$ cat src/rtl/serial_arith_pkg.sv
// serial_arith_pkg: shared FSM state type and width limits for bit-serial arithmetic
package serial_arith_pkg;
  typedef enum logic [1:0] {
    IDLE = 2'd0,
    RUN  = 2'd1,
    FIN  = 2'd2
  } state_t;
  localparam int MIN_WIDTH = 1;
  localparam int MAX_WIDTH = 64;
endpackage

$ cat src/rtl/full_adder_cell.sv
// full_adder_cell: combinational 1-bit full adder
module full_adder_cell (
  input  logic a,
  input  logic b,
  input  logic ci,
  output logic s,
  output logic co
);
  assign s  = a ^ b ^ ci;
  assign co = (a & b) | (ci & (a ^ b));
endmodule

$ cat src/rtl/serial_adder.sv
// serial_adder: WIDTH-bit add one bit per clock through a single full-adder cell
module serial_adder
  import serial_arith_pkg::*;
#(
  parameter int WIDTH = 8
) (
  input  logic             clk,
  input  logic             rst,
  input  logic             start,
  input  logic [WIDTH-1:0] a,
  input  logic [WIDTH-1:0] b,
  input  logic             cin,
  output logic             busy,
  output logic             done,
  output logic [WIDTH-1:0] s,
  output logic             cout
);
  localparam int CW = WIDTH > 1 ? $clog2(WIDTH) : 1;
  if (WIDTH < MIN_WIDTH || WIDTH > MAX_WIDTH) begin : g_bad_width
    $error("serial_adder: WIDTH %0d outside %0d..%0d", WIDTH, MIN_WIDTH, MAX_WIDTH);
  end
  state_t          state, state_nxt;
  logic [CW-1:0]   cnt;
  logic [WIDTH-1:0] sr_a, sr_b, res, res_nxt;
  logic            carry, fa_s, fa_co, accept, last;
  full_adder_cell u_fa (
    .a (sr_a[0]),
    .b (sr_b[0]),
    .ci(carry),
    .s (fa_s),
    .co(fa_co)
  );
  always_comb begin
    accept    = start && (state == IDLE || state == FIN);
    last      = cnt == CW'(WIDTH - 1);
    res_nxt   = WIDTH'({fa_s, res} >> 1);
    state_nxt = accept ? RUN : state == RUN ? (last ? FIN : RUN) : IDLE;
  end
  assign busy = state == RUN;
  assign done = state == FIN;
  always_ff @(posedge clk) begin
    if (rst) begin
      state <= IDLE;
      cnt   <= '0;
      carry <= 1'b0;
      sr_a  <= '0;
      sr_b  <= '0;
      res   <= '0;
      s     <= '0;
      cout  <= 1'b0;
    end else begin
      state <= state_nxt;
      if (accept) begin
        sr_a  <= a;
        sr_b  <= b;
        carry <= cin;
        cnt   <= '0;
      end else if (state == RUN) begin
        sr_a  <= sr_a >> 1;
        sr_b  <= sr_b >> 1;
        res   <= res_nxt;
        carry <= fa_co;
        cnt   <= cnt + CW'(1);
        // outputs move only on the final bit so S/COUT hold steady during RUN
        if (last) begin
          s    <= res_nxt;
          cout <= fa_co;
        end
      end
    end
  end
endmodule

$ cat config.mk
export PLATFORM = sky130hd
export DESIGN_NAME = serial_adder
export DESIGN_NICKNAME = d
export VERILOG_FILES = /design/src/rtl/serial_arith_pkg.sv /design/src/rtl/full_adder_cell.sv /design/src/rtl/serial_adder.sv
export SDC_FILE = /design/constraint.sdc
export NUM_CORES = 1
export LEC_CHECK = 0
export CAP_MARGIN = 20
export CORE_MARGIN = 3
export CORE_UTILIZATION = 50
export CTS_CLUSTER_SIZE = 28
export DETAILED_ROUTE_END_ITERATION = 12
export PLACE_DENSITY_LB_ADDON = 0.3
export SETUP_SLACK_MARGIN = 0.02
export SKIP_CTS_REPAIR_TIMING = 1
export SLEW_MARGIN = 20
export SYNTH_ARGS = -nofsm -noshare
export SYNTH_HDL_FRONTEND = slang
export SYNTH_SLANG_ARGS = --single-unit
$ cat constraint.sdc
create_clock -name clk -period 1.7 [get_ports clk]
set_clock_uncertainty 0.1 [all_clocks]
set_input_delay 0.255 -clock clk [delete_from_list [all_inputs] [get_ports clk]]
set_output_delay 0.255 -clock clk [all_outputs]
set_load 0.02 [all_outputs]
==> impl_metrics.toml <==
[sta]
fin_crit_sh_pct = 96.2
worstMarginPinSlew_ns = 0.439
layout_setup_ws_ns = 0.0650
slew_viol_final = 0
timing.fmax_mhz = 612
slew_headroom_pct = 70.6
holdWs_ns = 0.356
fin_crit_ns = 1.63
rsz0062_at_grt = "false"
setup_tns_ns = 0
setup_violations = 0
hold_viol = 0

[synthesis]
synthSimpleGateAreaFrac_pct = 22.7
netlist_instances = 174
syn_nets = 197
yosys_warnings = 0
avgSynthCellArea_um2 = 8.71
synth_xor_area_share_pct = 0.578
synth_compound_area_share_pct = 15.4
synth_fa_ha_area_share_pct = 2.97
synth-async-reset-ratio_pct = 0
synth-main-ff-cell = "dfxtp_1"
synth.area.mux_share_pct = 1.98
synth_top_area_cell = "dfxtp_1"
synth_edf_count = 0
syn_area_um2 = 1520
ys_ff_latch = 38
yosysSeqAreaShare_pct = 50.2
yosysTopAreaCellShare_pct = 50.2
synthTopCellsByArea = "dfxtp_1 (50%), nand2_1 (8.9%), a21oi_1 (6.6%), nor3_1 (5.3%), nand3_1 (4.3%)"
synth_cell_types = 24
synth_top_family_by_area = "simple AND/OR/NAND/NOR gates"

[global_route]
grt_antenna_before_repair = 0
grt_max_degree = 39
first_global_vias = 1333
grt_pass1_wl_mm = 5.62
grt_use_total_pct = 20.3
grt-ovfl-total = 0

[floorplan]
core_um2 = 2830
num_rows = 19
die_w_um = 61.1
die-area_um2 = 3730
die-height_um = 61.1
ios = 31
initial_core_util_pct = 53.6

[layout]
finalInstanceArea_um2 = 1940
syn2layout_area_growth_pct = 27.8
nets = 228
layout-drive-gt1-share_pct = 8.74
final_cell_mix = "dfxtp_1 (38), nand2_1 (36), clkdlybuf4s50_1 (21)"
final_common_cell = "dfxtp_1"
antenna_cells = 0
fillers = 238

[critical_path]
max_stage_delay_ns = 0.60
slowest_stage = "clkdlybuf4s50_1"
crit_chain = "clkdlybuf4s50_1"
cpLargestDelayFamily = "buffers and inverters"
path_max_fanout = 2
worstPathArrival_ns = 1.28
startpoint_type = "register"
crit_type = "register to output port"
required_ns = 1.34
critPathBufInv = 1
cp-end-kind = "output port"

[run_status]
status = "finished clean"

[power]
fin_total_pwr_mw = 1.68
leakagePower_nw = 0.854
power_density_nw_per_um2 = 869
ir_drop_mv = 0.512

[placed_design]
pre_cts_slack_ns = 0.141
dpl.hpwl_mm = 2.32
placed_area_um2 = 1850
port_buffers = 30
gp_congestion = 0.737

[clock_tree]
root_buffer = "clkbuf_4"
h-tree-depth = 2
cts_tree = "done"
clock_latency_ns = 0.34
clock_path_buffers = 2
cts_buffers = 5
clock-sinks = 38
clkSlewWorstSetupHoldPaths_ns = 0.10

[drt]
detail_route.first_pass.iterations = 4
wire_per_inst_um = 14.1
detailroute.via_count = 1337
drc_errors = 0
detail-route-antenna-nets = 0
viasPerCell = 5.64
drt_iter0_drc = 86
wl_mm = 3.34

[flow_run]
cap_violations = 0

[hold_path]
hold_path.class = "register to register"
metrics by stage:
stage	std cells	utilization, %
2_1_floorplan	174	-
4_1_cts	237	67.7
6_report	237	68.5
3_3_place_gp	229	65.5
5_1_grt	237	68.5
3_5_place_dp	229	65.5
cell type report:
cell class / instances / area (µm²) / share of cell area, %
Inverter: 1 / 8.76 / 0.452
Clock buffer: 7 / 55.1 / 2.84
Tap cell: 31 / 38.8 / 2.00
Multi-Input combinational cell: 121 / 661 / 34.1
Timing Repair Buffer: 38 / 408 / 21.1
Clock inverter: 1 / 5.00 / 0.258
Sequential cell: 38 / 761 / 39.3
final timing paths:
path              endpoint  slack, ns    from  cells past startpoint
setup / recovery      s[0]       0.07    s[0]                      1
hold / removal        cout       0.36    cout                      2
hold reg to reg       cout       0.36    cout                      2
setup reg to reg      s[2]       0.17  cnt[0]                      5
state kept, by name, indices dropped and copies added, names as in the netlist:
register,cells
sr_b,8
res,7
state,2
carry,1
s,8
sr_a,8
cout,1
cnt,3
Yosys cell counts, types with 3 or more instances:
cell type	count
a21oi_1	20
nand3_1	13
a311oi_1	4
nor3_1	16
clkbuf_1	4
buf_4	3
dfxtp_1	38
o22ai_1	6
nor2_1	8
a22oi_1	3
buf_2	5
mux2i_1	3
nand2_1	36
cell families after synthesis:
logic type,count (synthesis)
AO/OA/AOI/OAI,36
XOR/XNOR,1
adder cells (fa/ha/maj),3
buffers and inverters,15
flip-flops,38
multiplexers,3
AND/OR/NAND/NOR,78
per-layer routing:
layer / global-route usage [%] / share of wire, % / vias up
li1: - / - / 668
met1: 24.7 / 44 / 632
met2: 34.3 / 49 / 32
met3: 5.03 / 4.7 / 5
met4: 8.36 / 1.4 / 0
met5: 0 / 0 / -
report_power, final:
part / switching, mW / internal [mW] / total (mW)
Clock: 0.283 / 0.201 / 0.484
Sequential: 0.0270 / 0.933 / 0.960
Combinational: 0.121 / 0.119 / 0.240
Power figures use the tool's default switching activity.
